$ cat config.mk
export PLATFORM = sky130hd
export DESIGN_NAME = restoring_div_ctrl
export DESIGN_NICKNAME = d
export VERILOG_FILES = /design/src/rtl/restoring_div_ctrl.sv
export SDC_FILE = /design/constraint.sdc
export NUM_CORES = 1
export LEC_CHECK = 0
export BUFFER_PORTS_ARGS = -buffer_cell sky130_fd_sc_hd__buf_2
export CORE_MARGIN = 2
export CORE_UTILIZATION = 29
export CTS_CLUSTER_SIZE = 14
export DETAILED_ROUTE_END_ITERATION = 16
export GPL_TIMING_DRIVEN = 1
export PLACE_DENSITY = 0.48
export SKIP_LAST_GASP = 1
export SLEW_MARGIN = 15
export SYNTH_ARGS = -nofsm -noshare
export SYNTH_HDL_FRONTEND = slang
export SYNTH_SLANG_ARGS = --single-unit
export TNS_END_PERCENT = 50
$ cat constraint.sdc
create_clock -name clk -period 4 [get_ports clk]
set_clock_uncertainty 0.2 [all_clocks]
set_input_delay 0.2 -clock clk [delete_from_list [all_inputs] [get_ports clk]]
set_output_delay 0.2 -clock clk [all_outputs]
set_load 0.05 [all_outputs]
$ cat src/rtl/restoring_div_ctrl.sv
// Restoring divider sequencer with a shared SIZE+1 bit add/subtract unit.
// Optional RDIV_DBZ_EN adds a dbz port and a one-cycle divide-by-zero shortcut.

module AddSub #(
  parameter int size = 6
) (
  input  logic [size-1:0] a,
  input  logic [size-1:0] b,
  input  logic            mode,
  output logic [size-1:0] sum,
  output logic            cout
);
  logic [size:0] full;

  // mode=1 computes a-b as a+~b+1; cout=1 then means no borrow
  assign full = {1'b0, a} + {1'b0, (mode ? ~b : b)} + {{size{1'b0}}, mode};
  assign sum  = full[size-1:0];
  assign cout = full[size];
endmodule

// state   | meaning
// IDLE    | ready for a new start
// SHIFT   | shift {A,Q} left by one
// SUB     | A <= A-M, set quotient bit on success
// RESTORE | A <= A+M after a borrow
// DONE    | results valid, done pulse
module restoring_div_ctrl #(
  parameter int SIZE = 5
) (
  input  logic            clk,
  input  logic            rst,
  input  logic            start,
  input  logic [SIZE-1:0] dividend,
  input  logic [SIZE-1:0] divisor,
  output logic            ready,
  output logic            done,
  output logic [SIZE-1:0] quotient,
  output logic [SIZE-1:0] remainder
`ifdef RDIV_DBZ_EN
  ,
  output logic            dbz
`endif
);
  localparam int CW = $clog2(SIZE + 1);

  typedef enum logic [2:0] {
    S_IDLE,
    S_SHIFT,
    S_SUB,
    S_RESTORE,
    S_DONE
  } state_t;

  state_t          state_q, state_d;
  logic [SIZE:0]   a_q, a_d;
  logic [SIZE-1:0] q_q, q_d;
  logic [SIZE-1:0] m_q, m_d;
  logic [CW-1:0]   cnt_q, cnt_d;
  logic [SIZE-1:0] quot_q, quot_d;
  logic [SIZE-1:0] rem_q, rem_d;
`ifdef RDIV_DBZ_EN
  logic            dbz_q, dbz_d;
`endif

  logic [SIZE:0]   as_sum;
  logic            as_cout;
  logic            as_mode;

  assign as_mode = (state_q == S_SUB);

  AddSub #(.size(SIZE + 1)) u_addsub (
    .a    (a_q),
    .b    ({1'b0, m_q}),
    .mode (as_mode),
    .sum  (as_sum),
    .cout (as_cout)
  );

  always_ff @(posedge clk) begin
    if (rst) begin
      state_q <= S_IDLE;
      a_q     <= '0;
      q_q     <= '0;
      m_q     <= '0;
      cnt_q   <= '0;
      quot_q  <= '0;
      rem_q   <= '0;
`ifdef RDIV_DBZ_EN
      dbz_q   <= 1'b0;
`endif
    end else begin
      state_q <= state_d;
      a_q     <= a_d;
      q_q     <= q_d;
      m_q     <= m_d;
      cnt_q   <= cnt_d;
      quot_q  <= quot_d;
      rem_q   <= rem_d;
`ifdef RDIV_DBZ_EN
      dbz_q   <= dbz_d;
`endif
    end
  end

  always_comb begin
    state_d = state_q;
    a_d     = a_q;
    q_d     = q_q;
    m_d     = m_q;
    cnt_d   = cnt_q;
    quot_d  = quot_q;
    rem_d   = rem_q;
`ifdef RDIV_DBZ_EN
    dbz_d   = dbz_q;
`endif
    case (state_q)
      S_IDLE: begin
        if (start) begin
          a_d     = '0;
          q_d     = dividend;
          m_d     = divisor;
          cnt_d   = CW'(SIZE);
          state_d = S_SHIFT;
`ifdef RDIV_DBZ_EN
          dbz_d   = (divisor == '0);
          if (divisor == '0) begin
            q_d     = '1;
            a_d     = {1'b0, dividend};
            state_d = S_DONE;
          end
`endif
        end
      end
      S_SHIFT: begin
        a_d     = {a_q[SIZE-1:0], q_q[SIZE-1]};
        q_d     = {q_q[SIZE-2:0], 1'b0};
        state_d = S_SUB;
      end
      S_SUB: begin
        a_d = as_sum;
        if (as_cout) begin
          q_d     = {q_q[SIZE-1:1], 1'b1};
          cnt_d   = cnt_q - CW'(1);
          state_d = (cnt_q == CW'(1)) ? S_DONE : S_SHIFT;
        end else begin
          state_d = S_RESTORE;
        end
      end
      S_RESTORE: begin
        a_d     = as_sum;
        cnt_d   = cnt_q - CW'(1);
        state_d = (cnt_q == CW'(1)) ? S_DONE : S_SHIFT;
      end
      S_DONE: begin
        quot_d  = q_q;
        rem_d   = a_q[SIZE-1:0];
        state_d = S_IDLE;
      end
      default: state_d = S_IDLE;
    endcase
  end

  // Results are visible straight from the working registers during DONE
  assign ready     = (state_q == S_IDLE);
  assign done      = (state_q == S_DONE);
  assign quotient  = done ? q_q : quot_q;
  assign remainder = done ? a_q[SIZE-1:0] : rem_q;
`ifdef RDIV_DBZ_EN
  assign dbz       = dbz_q;
`endif
endmodule
### Word-level counts from Yosys, hierarchy flattened

Cells that the tools add are included.

* add/sub/neg operators: 3
* eq/ne operators: 7
* multiplexer cells: 15
* bitwise logic cells: 2
* reduce and logical (&&, ||, !) cells: 11

Operators by type and width (count)
* $pmux W6 S3: 1
* $mux W3: 5
* $mux W5: 3
* $pmux W5 S3: 1
* $mux W6: 2
* $pmux W3 S4: 1
* $pmux W3 S3: 1
* $reduce_and A3 Y1: 3
* $reduce_bool A3 Y1: 3
* $add A6 B6 Y7: 1
* $add A7 B1 Y7: 1
* $eq A3 B1 Y1 const B: 2
* $eq A3 B2 Y1 const B: 2
* $not A5 Y6: 1
* $ne A2 B2 Y1 const B: 2
* $reduce_and A2 Y1: 2
* $eq A3 B3 Y1 const B: 1
* $logic_not A3 Y1: 1
* $sub A3 B1 Y3 const B: 1
* $reduce_bool A2 Y1: 1
* $reduce_or A2 Y1: 1
* $mux W1: 1
* $not A1 Y1: 1

* flip-flop bits (word level): 32
* input bits: 13

### Depth between registers and ports, before layout

Gate-level depths: netlist (run 1).

* word-level depth: 6
* depth in mapped cells: 10
* depth with buffers taken out: 9

### By module

From an unflattened synthesis (run 1), not the netlist that was laid out.

* cell total of the unflattened synthesis: 192
* area total of the unflattened synthesis: 1776.7 µm²

By module, submodules not included
* restoring_div_ctrl: instances 1, cells each 154, area each 1457.6 µm², seq. area each 640.6 µm²
* AddSub: instances 1, cells each 38, area each 319.1 µm², seq. area each 0.0 µm²

### Worst setup path after synthesis (run 1)

Ideal clock, no wire load.

* path kind: register to register
* from: register state_q[0]
* to: register cnt_q[2]
* library setup time: 74 ps
* arrival time: 2451 ps
* required time: 3726 ps
* path slack: 1274 ps
* stages on the path, launching flop included: 11
* buffers on the path: 1
* cells stage by stage: dfxtp_1 or3b_1 buf_6 xnor2_1 inv_1 fa_1 nor2b_1 o31ai_1 a21o_4 or3_1 a31oi_1

* word-level cells in the longest chain between the ends: 6
* elaborated cells between the ends (all ways): 11

Ends and longest elaborated chain
* start: declaration: line 54 `state_t state_q, state_d;`
* start signal: assignment: line 92 `state_q <= state_d;`
* $eq A3 B2 Y1: line 69, 116
* $mux W6: line 16 `assign full = {1'b0, a} + {1'b0, (mode ? ~b : b)} + {{size{1'b0}}, mode};`
* $add A6 B6 Y7: line 16
* $add A7 B1 Y7: line 16
* $ne A2 B2 Y1 (no source line)
* $reduce_and A3 Y1 (no source line)
* end signal: assignment: line 96 `cnt_q <= cnt_d;`
* end: declaration: line 58 `logic [CW-1:0] cnt_q, cnt_d;`

Parallel ways exist; a longest one is shown, timed or not.
A chain may end at the register's enable or synchronous reset.

### Final worst setup path (run 1)

* from: register state_q[1]
* to: register cnt_q[2]

Same word-level chain as after synthesis.

==> reports/qor.yml, run 1 <==
worst_setup_path:
  worstSetupEndpoint: "cnt_q[2]$_SDFFE_PP0P_"
  reg2reg_from: "state_q[1]$_SDFFE_PP0P_"
  cp.arrival_ns: 3.33
  required_ns: 4.02
  critical_path_buf_inv_count: 1
  r2r.worst_path.cells: 9
  critPathLaunch: "state_q[1]$_SDFFE_PP0P_"
  worstReg2RegEnd: "cnt_q[2]$_SDFFE_PP0P_"
  worst_setup_path_end_kind: "flip-flop"
  crit_family: "simple AND/OR/NAND/NOR gates"
  ff2ff_setup_slack_ns: 0.68
  path_depth: 9
  cp-start-kind: "flip-flop"
  crit_slowest_cell: "dfxtp_1"
  crit_fanout: 13
  path_cells: "or3b_1 -> xnor2_1 -> inv_1 -> fa_1 -> nor2b_1 -> o31ai_1 -> a21o_4 -> or3_1 -> a31oi_1"
  worstSetupPathType: "flip-flop to flip-flop"
  max_stage_delay_ns: 0.61
die:
  num_rows: 28
  core-area_sq_um: 5921
  fp.dieH_microns: 82.22
  die_x_microns: 82.22
  initial_utilization_pct: 29.97
  die_area_sq_um: 6759
  pin_count: 25
job:
  maxCapViolations: 0
synthesis:
  yosysSeqAreaShare_pct: 36.11
  syn_area_sq_um: 1774
  synthCells: 208
  syn_area_per_cell_sq_um: 8.530
  synthTopCellsByCount: "32 x dfxtp_1, 22 x nand2_1, 18 x a21oi_1"
  yosysMostFrequentCell: "dfxtp_1"
  synth-edff-count: 0
  synth.distinct_cells: 43
  synth_top_flop_cell: "dfxtp_1"
  synth_nets: 230
  ys_seq_elements: 32
  synth_top_area_cell: "dfxtp_1"
  async_flop_share_pct: 0
  synthTopCellsByArea: "dfxtp_1 36%, mux2_2 6.3%, ha_1 5.6%"
  ys_warn_count: 0
  yosysTopAreaCellShare_pct: 36.11
route:
  first_pass_iters: 4
  vias: 1520
  drt-total-wl_microns: 4134
  postRouteAntennaNets: 0
  drcViolationCount: 0
  vias_per_cell: 4.856
  routedWlPerCell_microns: 13.21
  drtIter0Drc: 97
grt:
  overflow: 0
  grt_pass1_wl_microns: 7162
  grt_max_degree: 23
  grt.total_usage_pct: 14.07
  grt_pass1_vias: 1504
  antenna_found_initial: 0
finish:
  finalInstanceArea_sq_um: 2117
  diodes: 0
  finalNetCount: 259
  final_cell_count_no_fill: 313
  syn_to_final_growth_pct: 19.32
  drive_above_1_share_pct: 20.17
timing:
  final-setup-viol-count: 0
  totalNegativeSetupSlack_ns: 0
  rsz0062_at_grt: "no"
  tightestPinTransition_ns: 0.5160
  relSlewSlack_pct: 65.47
  setup_slack_ns: 0.6839
  finalHoldViolCount: 0
  slew_viol_final: 0
  fin_crit_sh_pct: 82.90
  min_period_ns: 3.316
  fmax_mhz: 301.6
clocking:
  numCtsBuffers: 5
  cts_hold_buf: 6
  h-tree-depth: 2
  cts_setup_buffers: 0
  cts_tree: "done"
  clk_path_buf_depth: 2
  clock_sinks: 32
  clk_latency_ns: 0.29
  cts.clk_slew.worst_paths_ns: 0.07
  cts_resized: 0
  cts_root_buffer: "clkbuf_8"
placed_design:
  dp_slack_ns: 0.6848
  place_inst: 299
  dpl.hpwl_microns: 2999
  port_buffers: 24
  gp_congestion: 0.8003
  place_area_sq_um: 1949
power_and_ir_drop:
  total_power_mw: 1.428
  powerDensity_nw_per_um2: 674.5
  leakage_nw: 0.9116
  ir_drop_uv: 223.2
worst_hold_path:
  hp-start: "rst"
  hold_path_class: "input port to flip-flop"
status:
  status: "finished clean"
## placed cells by master, fill, tap and decap left out, types with 3 or more instances in the layout
cell,instances
nor2b_1,6
dfxtp_1,32
mux2_2,10
nand2_1,22
and2_1,11
clkbuf_8,5
o21ai_0,8
nor3_1,9
inv_1,14
a21oi_1,18
buf_2,24
nor2_1,14
a31oi_1,3
xnor2_1,5
dlygate4sd3_1,6
a211oi_1,6
ha_1,8
## worst register-to-register path, delay by kind of cell (launching register included)
kind | cells | cell delay (ns)
simple gates | 3 | 1.11
flops | 1 | 0.61
compound gates | 3 | 0.52
fa+ha+maj | 1 | 0.43
xor+xnor | 1 | 0.29
buf+inv | 1 | 0.09
## metrics by stage
stage               util (%)  hold WS [ns]
floorplan                  -        0.1360
detailed placement     32.92        0.2510
CTS                    35.76        0.1491
global route           35.76        0.1467
finish                 35.76        0.1509
global placement       32.92        0.2400
## worst min-delay path by stage
stage	end	slack, ns	depth (start not counted)
after floorplan	m_q[1]$_SDFFE_PP0P_	0.14	2
after global placement	cnt_q[1]$_SDFFE_PP0P_	0.24	2
after detailed placement	m_q[2]$_SDFFE_PP0P_	0.25	3
after CTS	a_q[1]$_SDFFE_PP0P_	0.15	2
after global routing	q_q[2]$_SDFFE_PP0P_	0.15	4
final	a_q[1]$_SDFFE_PP0P_	0.15	2
## per-layer routing
| metal | vias to the layer above | global-route usage, % | share of wire, % |
|---|---|---|---|
| met4 | 0 | 6.167 | 2.2 |
| met1 | 700 | 17.84 | 48 |
| met2 | 30 | 22.50 | 46 |
| met3 | 7 | 3.587 | 4.0 |
| li1 | 783 | - | - |
| met5 | - | 0 | 0 |
## registers in the layout, indices dropped and copies added, names as in the netlist
register / cells
a_q: 6
cnt_q: 3
m_q: 5
q_q: 5
quot_q: 5
rem_q: 5
state_q: 3
## report_power, final
part	switching, mW	internal (mW)	leakage (nW)
Sequential	0.0923	0.391	0.262
Combinational	0.370	0.260	0.595
Clock	0.129	0.185	0.0552
Total	0.591	0.837	0.912
## area by class of cell
| type | instances | area (sq um) |
|---|---|---|
| clock buffer | 6 | 72.57 |
| clock inverter | 2 | 35.03 |
| fill | 645 | 3804 |
| inverter | 14 | 52.55 |
| multi-input combinational | 153 | 1035 |
| sequential | 32 | 640.6 |
| tap | 75 | 93.84 |
| timing repair buffer | 31 | 187.7 |
## logic make-up (layout without fill, tap and decap cells)
kind of cell / count (synthesis) / count (layout) / share of synthesized area [%]
flip-flops: 32 / 32 / 36.11
AND/OR/NAND/NOR: 77 / 77 / 22.99
multiplexers: 12 / 12 / 7.475
AO/OA/AOI/OAI: 50 / 50 / 18.62
XOR/XNOR: 5 / 5 / 2.468
adder cells (fa/ha/maj): 9 / 9 / 6.770
buffers and inverters: 23 / 53 / 5.571
Power figures use the tool's default switching activity.
==> inputs of run 2 (changes only) <==
==> constraint.sdc (replaced) <==
create_clock -name clk -period 3.3 [get_ports clk]
set_clock_uncertainty 0.2 [all_clocks]
set_input_delay 0.165 -clock clk [delete_from_list [all_inputs] [get_ports clk]]
set_output_delay 0.165 -clock clk [all_outputs]
set_load 0.05 [all_outputs]
==> run 2 against run 1 <==
Die area did not move. Register-to-register slack lost 0.28 ns. Critical endpoint unchanged. Combinational power rose by 33%. Largest cell class unchanged. Critical path type unchanged. Global-route usage is 0.088 points higher. Worst setup slack lost 0.28 ns. Flip-flop and latch count stayed put. Sequential share of layout area stayed put.
==> reports/qor.yml, run 2 (same netlist as run 1, synthesis figures left out) <==
power_and_ir_drop:
  seq_power_share_pct: 32.8  # was 33.9%
  powerDensity_nw_per_um2: 789.3  # was 674.5 nW/um^2
  ir_drop_uv: 231.5  # was 223.2 uV
  leakage_nw: 0.9176  # was 0.9116 nW
  clkPwrFrac_pct: 16.9  # was 22.0%
  combPwrFrac_pct: 50.3  # was 44.2%
  switching_power_uw: 715.0  # was 591.4 uW
  internal_power_uw: 956.0  # was 836.5 uW
  swShare_pct: 42.79  # was 41.42%
finish:
  final_common_cell: "dfxtp_1"  # unchanged
  syn_to_final_growth_pct: 19.32  # unchanged
  regMostFlops: "a_q"  # unchanged
  layout_common_cells: "32 x dfxtp_1, 24 x buf_2, 22 x nand2_1, 18 x a21oi_1"  # unchanged
  finalNetCount: 263  # was 259
  fill_cells: 634  # was 645
  final_cell_count_no_fill: 316  # was 313
  finalInstanceArea_sq_um: 2117  # unchanged
  largest_register_ffs: 6  # unchanged
  diodes: 0  # unchanged
  drive_above_1_share_pct: 21.16  # was 20.17%
clocking:
  clock_sinks: 32  # unchanged
  numCtsBuffers: 5  # unchanged
  clk_path_buf_depth: 2  # unchanged
  clk_latency_ns: 0.28  # was 0.29 ns
  cts_setup_buffers: 0  # unchanged
  h-tree-depth: 2  # unchanged
  cts.clk_slew.worst_paths_ns: 0.07  # about the same
  cts_tree: "done"  # unchanged
  cts_root_buffer: "clkbuf_8"  # unchanged
route:
  first_pass_iters: 4  # unchanged
  drcViolationCount: 0  # unchanged
  vias_per_cell: 4.807  # was 4.856
  drtIter0Drc: 88  # was 97
  met2WireLength_microns: 2036  # was 1881 microns
  drt-total-wl_microns: 4294  # was 4134 microns
  routedWlPerCell_microns: 13.59  # was 13.21 microns
  postRouteAntennaNets: 0  # unchanged
  route.met3.wl_microns: 149  # was 166 microns
  vias: 1519  # was 1520
  top_layer_used: "met4"  # unchanged
  wl_met1_microns: 2030  # was 1993 microns
worst_hold_path:
  hold_path_class: "input port to flip-flop"  # unchanged
  hp-start: "rst"  # unchanged
worst_setup_path:
  reg2reg_from: "state_q[0]$_SDFFE_PP0P_"  # was state_q[1]$_SDFFE_PP0P_
  worstSetupPathType: "flip-flop to flip-flop"  # unchanged
  worst_setup_path_end_kind: "flip-flop"  # unchanged
  cp.arrival_ns: 2.91  # was 3.33 ns
  cp-start-kind: "flip-flop"  # unchanged
  required_ns: 3.31  # was 4.02 ns
  critPathLaunch: "state_q[0]$_SDFFE_PP0P_"  # was state_q[1]$_SDFFE_PP0P_
  crit_fanout: 6  # was 13
placed_design:
  place_inst: 303  # was 299
  dpl.hpwl_microns: 3167  # was 2999 microns
  gp_congestion: 0.8038  # was 0.8003
  port_buffers: 24  # unchanged
  place_area_sq_um: 1979  # was 1949 sq um
die:
  die_x_microns: 82.22  # unchanged
  fp.dieH_microns: 82.22  # unchanged
  die_area_sq_um: 6759  # unchanged
  initial_utilization_pct: 29.97  # unchanged
  num_rows: 28  # unchanged
  core-area_sq_um: 5921  # unchanged
  pin_count: 25  # unchanged
status:
  status: "finished clean"  # unchanged
timing:
  rsz0062_at_grt: "no"  # unchanged
  fin_crit_sh_pct: 87.73  # was 82.90%
  relSlewSlack_pct: 69.50  # was 65.47%
  final-setup-viol-count: 0  # unchanged
  hold_slack_ns: 0.1125  # was 0.1509 ns
  slew_viol_final: 0  # unchanged
  min_period_ns: 2.895  # was 3.316 ns
  totalNegativeSetupSlack_ns: 0  # unchanged
  fmax_mhz: 345.4  # was 301.6 MHz
  finalHoldViolCount: 0  # unchanged
  tightestPinTransition_ns: 0.4459  # was 0.5160 ns
grt:
  overflow: 0  # unchanged
  grt.total_usage_pct: 14.16  # was 14.07%
  grt_pass1_vias: 1409  # was 1504
  antenna_found_initial: 0  # unchanged
  grt_pass1_wl_microns: 7079  # was 7162 microns
  grt_max_degree: 23  # unchanged
job:
  maxCapViolations: 0  # unchanged
run 2: final timing paths:
kind / to / slack [ns] / cells past startpoint
setup / recovery: cnt_q[2]$_SDFFE_PP0P_ / 0.40 / 9
hold / removal: a_q[1]$_SDFFE_PP0P_ / 0.11 / 2
setup reg to reg: cnt_q[2]$_SDFFE_PP0P_ / 0.40 / 9
hold reg to reg: cnt_q[1]$_SDFFE_PP0P_ / 0.25 / 2
run 2: metal layers:
layer | global-route usage, % | up-vias
met5 | 0 | -
met2 | 22.58 | 29
met4 | 6.500 | 0
met3 | 3.261 | 6
li1 | - | 788
met1 | 18.07 | 696
run 2: critical path: stages, from the launching register on:
cell,delay [ns]
dfxtp_1,0.32
or3b_1,0.50
xnor2_1,0.24
inv_1,0.08
fa_1,0.43
nor2b_1,0.23
o31ai_1,0.14
a21o_4,0.24
or3_1,0.30
a31oi_1,0.15
run 2: area by class of cell:
class	count	area [sq um]	area share, %
multi-input cells	153	1035	48.88
flip-flops and latches	32	640.6	30.26
inverters	14	52.55	2.482
repair buffers	35	217.7	10.28
well taps	75	93.84	4.433
clock inverters	1	5.005	0.2364
clock buffers	6	72.57	3.428
run 2: stage by stage:
stage | power (mW) | setup slack [ns] | util [%]
after global placement | 1.401 | 0.4763 | 33.43
after global routing | 1.841 | 0.2028 | 35.76
after floorplan | 1.194 | 0.5743 | -
after detailed placement | 1.394 | 0.4079 | 33.43
final | 1.671 | 0.4048 | 35.76
after CTS | 1.698 | 0.3986 | 35.76
run 2: power by group through the flow:
stage	Combinational, mW	Clock (mW)	Sequential (mW)
2_1_floorplan	0.660	0	0.534
3_3_place_gp	0.843	0	0.558
3_5_place_dp	0.835	0	0.559
4_1_cts	0.851	0.297	0.550
5_1_grt	0.974	0.308	0.558
6_report	0.840	0.282	0.548
run 2: timing repair:
item | CTS | global route
gates resized for setup | 0 | 0
hold buffers | 6 | 0
setup endpoints to repair | 0 | 0
endpoints found under the hold margin | 6 | 0
